<file path="src/rtl/program_memory_pkg.sv">
// rtl/program_memory_pkg.sv - shared types and constants for the program memory
package pm_pkg;

    localparam int PM_ADDR_W = 8;
    localparam int PM_DATA_W = 8;
    localparam int PM_DEPTH  = 256;

    // LOAD: image is being streamed in and the core is held; RUN: core owns the port
    typedef enum logic [0:0] {
        LOAD = 1'b0,
        RUN  = 1'b1
    } pm_state_t;

endpackage

</file>
<file path="src/rtl/program_memory_if.sv">
// rtl/program_memory_if.sv - processor RAM bus and image load port bundle
interface program_memory_if
    import pm_pkg::*;
#(
    parameter int ADDR_W = PM_ADDR_W,
    parameter int DATA_W = PM_DATA_W
);

    // processor RAM bus
    logic [ADDR_W-1:0] ram_addr;
    logic [DATA_W-1:0] ram_data;
    logic              ram_we;
    logic [DATA_W-1:0] ram_out;

    // image load port
    logic              ld_start;
    logic              ld_valid;
    logic [DATA_W-1:0] ld_data;
    logic              ld_last;
    logic              ld_ready;

    // status
    logic              cpu_hold;
    logic [ADDR_W:0]   loaded_len;

    // core / loader side
    modport master (
        output ram_addr, ram_data, ram_we, ld_start, ld_valid, ld_data, ld_last,
        input  ram_out, ld_ready, cpu_hold, loaded_len
    );

    // memory side
    modport slave (
        input  ram_addr, ram_data, ram_we, ld_start, ld_valid, ld_data, ld_last,
        output ram_out, ld_ready, cpu_hold, loaded_len
    );

endinterface

</file>
<file path="src/rtl/program_memory_ram.sv">
// rtl/program_memory_ram.sv - single-port synchronous RAM, read-before-write, no reset
module pm_ram_1rw
    import pm_pkg::*;
#(
    parameter int ADDR_W = PM_ADDR_W,
    parameter int DATA_W = PM_DATA_W
) (
    input  logic              clk,
    input  logic [ADDR_W-1:0] addr,
    input  logic [DATA_W-1:0] wdata,
    input  logic              we,
    output logic [DATA_W-1:0] rdata_q
);

    logic [DATA_W-1:0] mem [0:(1<<ADDR_W)-1];

    // read returns the pre-write contents when the same address is written on this edge
    always_ff @(posedge clk) begin
        rdata_q <= mem[addr];
        if (we) begin
            mem[addr] <= wdata;
        end
    end

endmodule

</file>
<file path="src/rtl/program_memory.sv">
// rtl/program_memory.sv - program/data memory with image loader and processor hold
module program_memory
    import pm_pkg::*;
#(
    parameter int ADDR_W = PM_ADDR_W,
    parameter int DATA_W = PM_DATA_W
) (
    input  logic           clk,
    input  logic           rst_n,
    program_memory_if.slave bus
);

    localparam logic [ADDR_W-1:0] PTR_ONE = {{(ADDR_W-1){1'b0}}, 1'b1};
    localparam logic [ADDR_W:0]   LEN_ONE = {{ADDR_W{1'b0}}, 1'b1};

    pm_state_t         state_q, state_d;
    logic [ADDR_W-1:0] ptr_q, ptr_d;
    logic [ADDR_W:0]   len_q, len_d;
    logic              ld_ready_q, ld_ready_d;
    logic              cpu_hold_q, cpu_hold_d;
    logic              rd_en_q, rd_en_d;

    logic [ADDR_W-1:0] mem_addr;
    logic [DATA_W-1:0] mem_wdata;
    logic              mem_we;
    logic [DATA_W-1:0] mem_rdata;
    logic              xfer;

    pm_ram_1rw #(
        .ADDR_W (ADDR_W),
        .DATA_W (DATA_W)
    ) u_ram (
        .clk     (clk),
        .addr    (mem_addr),
        .wdata   (mem_wdata),
        .we      (mem_we),
        .rdata_q (mem_rdata)
    );

    // next-state, pointer/length update and RAM port steering between loader and core
    always_comb begin
        state_d   = state_q;
        ptr_d     = ptr_q;
        len_d     = len_q;
        rd_en_d   = 1'b0;
        mem_addr  = ptr_q;
        mem_wdata = bus.ld_data;
        mem_we    = 1'b0;
        xfer      = 1'b0;

        case (state_q)
            LOAD: begin
                xfer   = bus.ld_valid && ld_ready_q;
                mem_we = xfer;
                if (xfer) begin
                    ptr_d = ptr_q + PTR_ONE;
                    len_d = len_q + LEN_ONE;
                    // the top address always ends the image so nothing wraps over address 0
                    if (bus.ld_last || (ptr_q == '1)) begin
                        state_d = RUN;
                    end
                end
            end
            RUN: begin
                mem_addr  = bus.ram_addr;
                mem_wdata = bus.ram_data;
                mem_we    = bus.ram_we;
                rd_en_d   = 1'b1;
                // a pending core write still lands; read data is suppressed to zero
                if (bus.ld_start) begin
                    state_d = LOAD;
                    ptr_d   = '0;
                    len_d   = '0;
                    rd_en_d = 1'b0;
                end
            end
            default: begin
                state_d = LOAD;
            end
        endcase

        ld_ready_d = (state_d == LOAD);
        cpu_hold_d = (state_d == LOAD);
    end

    // state, pointer, length and registered status outputs
    always_ff @(posedge clk or negedge rst_n) begin
        if (!rst_n) begin
            state_q    <= LOAD;
            ptr_q      <= '0;
            len_q      <= '0;
            ld_ready_q <= 1'b1;
            cpu_hold_q <= 1'b1;
            rd_en_q    <= 1'b0;
        end else begin
            state_q    <= state_d;
            ptr_q      <= ptr_d;
            len_q      <= len_d;
            ld_ready_q <= ld_ready_d;
            cpu_hold_q <= cpu_hold_d;
            rd_en_q    <= rd_en_d;
        end
    end

    // read data is only exposed after an edge that performed a processor read
    assign bus.ram_out    = rd_en_q ? mem_rdata : '0;
    assign bus.ld_ready   = ld_ready_q;
    assign bus.cpu_hold   = cpu_hold_q;
    assign bus.loaded_len = len_q;

endmodule

</file>
<file path="src/flat_wrapper.sv">
// flat-port wrapper written by rule: the top's interface ports become plain ports
module program_memory_flat import pm_pkg::*;
#(
    parameter int ADDR_W = PM_ADDR_W,
    parameter int DATA_W = PM_DATA_W
)
  (clk, rst_n, bus_ram_addr, bus_ram_data, bus_ram_we, bus_ld_start, bus_ld_valid, bus_ld_data, bus_ld_last, bus_ram_out, bus_ld_ready, bus_cpu_hold, bus_loaded_len);
  program_memory_if #(.ADDR_W(ADDR_W), .DATA_W(DATA_W)) bus_i ();
  input  logic clk;
  input  logic rst_n;
  input wire logic [$bits(bus_i.ram_addr)-1:0] bus_ram_addr;
  input wire logic [$bits(bus_i.ram_data)-1:0] bus_ram_data;
  input wire logic [$bits(bus_i.ram_we)-1:0] bus_ram_we;
  input wire logic [$bits(bus_i.ld_start)-1:0] bus_ld_start;
  input wire logic [$bits(bus_i.ld_valid)-1:0] bus_ld_valid;
  input wire logic [$bits(bus_i.ld_data)-1:0] bus_ld_data;
  input wire logic [$bits(bus_i.ld_last)-1:0] bus_ld_last;
  output wire logic [$bits(bus_i.ram_out)-1:0] bus_ram_out;
  output wire logic [$bits(bus_i.ld_ready)-1:0] bus_ld_ready;
  output wire logic [$bits(bus_i.cpu_hold)-1:0] bus_cpu_hold;
  output wire logic [$bits(bus_i.loaded_len)-1:0] bus_loaded_len;
  assign bus_i.ram_addr = bus_ram_addr;
  assign bus_i.ram_data = bus_ram_data;
  assign bus_i.ram_we = bus_ram_we;
  assign bus_i.ld_start = bus_ld_start;
  assign bus_i.ld_valid = bus_ld_valid;
  assign bus_i.ld_data = bus_ld_data;
  assign bus_i.ld_last = bus_ld_last;
  assign bus_ram_out = bus_i.ram_out;
  assign bus_ld_ready = bus_i.ld_ready;
  assign bus_cpu_hold = bus_i.cpu_hold;
  assign bus_loaded_len = bus_i.loaded_len;
  program_memory #(.ADDR_W(ADDR_W), .DATA_W(DATA_W)) u_core (.clk(clk), .rst_n(rst_n), .bus(bus_i));
endmodule
</file>
<file path="config.mk">
export PLATFORM = sky130hd
export DESIGN_NAME = program_memory_flat
export DESIGN_NICKNAME = d
export VERILOG_FILES = /design/src/rtl/program_memory_pkg.sv /design/src/rtl/program_memory_if.sv /design/src/rtl/program_memory_ram.sv /design/src/rtl/program_memory.sv /design/src/flat_wrapper.sv
export SDC_FILE = /design/constraint.sdc
export NUM_CORES = 2
export LEC_CHECK = 0
export CORE_MARGIN = 2
export CORE_UTILIZATION = 35
export DETAILED_ROUTE_END_ITERATION = 7
export PLACE_DENSITY_LB_ADDON = 0.12
export REMOVE_ABC_BUFFERS = 1
export SLEW_MARGIN = 20
export SYNTH_ARGS = -nofsm -noshare
export SYNTH_HDL_FRONTEND = slang
export SYNTH_SLANG_ARGS = --single-unit
export TNS_END_PERCENT = 30
</file>
<file path="constraint.sdc">
create_clock -name clk -period 9.9 [get_ports clk]
set_input_delay 2.475 -clock clk [delete_from_list [all_inputs] [get_ports clk]]
set_output_delay 2.475 -clock clk [all_outputs]
set_load 0.05 [all_outputs]
</file>
==> results.sh <==
export IMPL_status="finished clean"
export IMPL_p_leak_nw=27.9
export IMPL_synth_common_cells="2048 x edfxtp_1, 439 x nand2_1, 424 x mux4_2, 273 x nor2_1, 247 x nand3_1"
export IMPL_grt_pass1_wl_mm=323
export IMPL_hold_violations=0
export IMPL_syn_cell_area_um2=80500
export IMPL_grtUsageTotal=0.194
export IMPL_htree_levels=4
export IMPL_worstPathRequired_ns=10.58
export IMPL_dieHeight_um=484
export IMPL_antenna_found_initial=14
export IMPL_path_class="input pin to flip-flop"
export IMPL_finalNetCount=4389
export IMPL_ys_types=48
export IMPL_cts_sinks=2076
export IMPL_via_count=41105
export IMPL_combPwrFrac=0.207
export IMPL_hp_class="flip-flop to flip-flop"
export IMPL_powerDensity_nw_per_um2=244
export IMPL_cts_setup_buffers=0
export IMPL_switchingPower_mw=6.43
export IMPL_ys_warn_count=0
export IMPL_cp_max_fo=63
export IMPL_grt_max_degree=163
export IMPL_placedCellCount=7163
export IMPL_cts_tree="yes"
export IMPL_skew_ns=0.0357
export IMPL_ys_seq_area_frac=0.772
export IMPL_fin_crit_sh=0.641
export IMPL_internal_power_mw=16.0
export IMPL_cts_made_buffers=218
export IMPL_syn_area_per_cell_um2=19.0
export IMPL_dpl_hpwl_mm=136
export IMPL_ys_flop_type="edfxtp_1"
export IMPL_ant_nets=0
export IMPL_clock_path_buffers=3
export IMPL_drt_pass1_iter_count=6
export IMPL_io_pin_count=49
export IMPL_setup_tns_final_ns=0
export IMPL_start_kind="input pin"
export IMPL_pwr_share_seq=0.445
export IMPL_slew_viol_final=0
export IMPL_coreArea_um2=229000
export IMPL_finalSetupViolCount=0
export IMPL_rsz0062_at_grt="false"
export IMPL_cts_root_buf="clkbuf_16"
export IMPL_drt_wl_total_mm=230
export IMPL_crit_arrival_ns=7.03
export IMPL_io_buffers=48
export IMPL_max_clock_freq_mhz=158
export IMPL_clkLatencyLatePin_ns=0.87
export IMPL_dieWidth_um=484
export IMPL_worst_setup_path_end_kind="flip-flop"
export IMPL_grt_pass1_vias=41619
export IMPL_synth_seq_cells=2076
export IMPL_r2r_setup_slack_ns=4.63
export IMPL_clk_pin_slew_ns=0.06
export IMPL_postCtsHoldBufs=0
export IMPL_final_cells=7566
export IMPL_drive_gt1_frac=0.193
export IMPL_synthArstFlopShare=0.00963
export IMPL_grt_overflow=0
export IMPL_wl_per_cell_um=30.4
export IMPL_post_cts_resized=0
export IMPL_drt_vias_per_instance=5.43
export IMPL_synth_area_leaders="edfxtp_1 76%, mux4_2 12%, nand2_1 2.0%"
export IMPL_post_route_util=0.400
export IMPL_maxCapViolCount=0
export IMPL_drc_errors=0
export IMPL_synth_edf_count=2048
export IMPL_pwr_share_clk=0.348
export IMPL_yosys_area_top_type="edfxtp_1"
export IMPL_tightest_slew_ns=1.29
export IMPL_drt_iter0_drc=4296
export IMPL_sw_frac_of_total=0.287
export IMPL_vdd_ir_drop_max_uv=175
export IMPL_relSlewSlack=0.140
export IMPL_syn2layout_area_growth_pct=14.0
export IMPL_row_count=176
export IMPL_gp_congestion=0.820
export IMPL_synth_most_common_cell="edfxtp_1"
export IMPL_fp_dieArea_um2=234000
export IMPL_synthCells=4228
export IMPL_post_route_min_period_ns=6.35
export IMPL_synth_top_cell_area_share=0.764
export IMPL_start_util=0.351
==> placed cells by master (no fill, tap or decap), types with 25 or more instances in the layout <==
cell type        count
nand3_1            247
clkbuf_16          220
clkbuf_1            63
o31ai_1             25
edfxtp_1          2048
mux2i_1             26
clkinv_1            56
buf_4               98
clkdlybuf4s50_1     48
clkinv_2            31
a22oi_1            128
nor2_1             267
nand4_1            123
mux4_2             424
nand2_1            435
==> flip-flops by register name (all words and copies together), names as in the netlist <==
signal,cells
u_core.bus.ld_ready,1
u_core.bus.loaded_len,9
u_core.ptr_q,8
u_core.rd_en_q,1
u_core.state_q,1
u_core.u_ram.mem,2048
u_core.u_ram.rdata_q,8
==> power by group through the flow <==
| stage | clock network (mW) | logic (mW) | registers [mW] |
|---|---|---|---|
| 4_1_cts | 7.96 | 4.74 | 9.97 |
| 3_3_place_gp | 0 | 4.71 | 10.2 |
| 6_report | 7.79 | 4.63 | 9.98 |
| 3_5_place_dp | 0 | 4.74 | 10.2 |
| 5_1_grt | 8.28 | 4.95 | 9.98 |
| 2_1_floorplan | 0 | 3.73 | 10.2 |
==> final timing paths <==
| kind | from | to | depth (start not counted) |
|---|---|---|---|
| setup / recovery | bus_ram_addr[1] | u_core.u_ram.rdata_q[3] | 9 |
| hold / removal | u_core.bus.loaded_len[8] | u_core.bus.loaded_len[8] | 1 |
| setup reg to reg | u_core.state_q | u_core.u_ram.rdata_q[3] | 9 |
| hold reg to reg | u_core.bus.loaded_len[8] | u_core.bus.loaded_len[8] | 1 |
| max in group asynchronous | rst_n | u_core.bus.ld_ready | 2 |
| min in group asynchronous | rst_n | u_core.bus.loaded_len[0] | 2 |
==> per-stage QoR <==
| step | hold slack, ns | setup slack [ns] | total power, mW | cell area [um2] |
|---|---|---|---|---|
| floorplan | 0.521 | -16.00 | 13.9 | 79400 |
| global placement | 0.495 | 2.58 | 14.9 | 85000 |
| detailed placement | 0.493 | 2.67 | 14.9 | 85000 |
| CTS | 0.500 | 3.61 | 22.7 | 91700 |
| global route | 0.555 | 3.51 | 23.2 | 91700 |
| finish | 0.490 | 3.55 | 22.4 | 91700 |
==> final cells by class <==
cell class              count  area [um2]
fillers                 20572      138000
flip-flops and latches   2076       62200
multi-input cells        1895       17600
clock buffers             285        5770
well taps                3026        3790
repair buffers            160        1500
clock inverters           115         886
inverters                   6        22.5
diodes                      3        7.51
==> layer usage <==
layer  wire length [um]  GRT usage  up-vias
li1                   -          -    17474
met1              97600      0.266    22027
met2             113000      0.320     1281
met3              12900     0.0316      319
met4               6330     0.0541        4
met5                 23          0        -
==> logic make-up after synthesis <==
family / share of synthesized area
XOR/XNOR: 0.000871
AND/OR/NAND/NOR: 0.0644
AO/OA/AOI/OAI: 0.0240
adder cells (fa/ha/maj): 0.000311
multiplexers: 0.124
buffers and inverters: 0.0141
flip-flops: 0.772
==> worst max-delay path, cell delays in order <==
cell             delay, ns
clkdlybuf4s50_1       0.72
mux2_8                0.70
buf_12                0.39
buf_12                0.40
mux4_2                0.43
a22oi_1               0.24
nand4_1               0.28
o31ai_1               1.02
nand4_1               0.15
No activity file was read; power rests on OpenSTA's default activity.
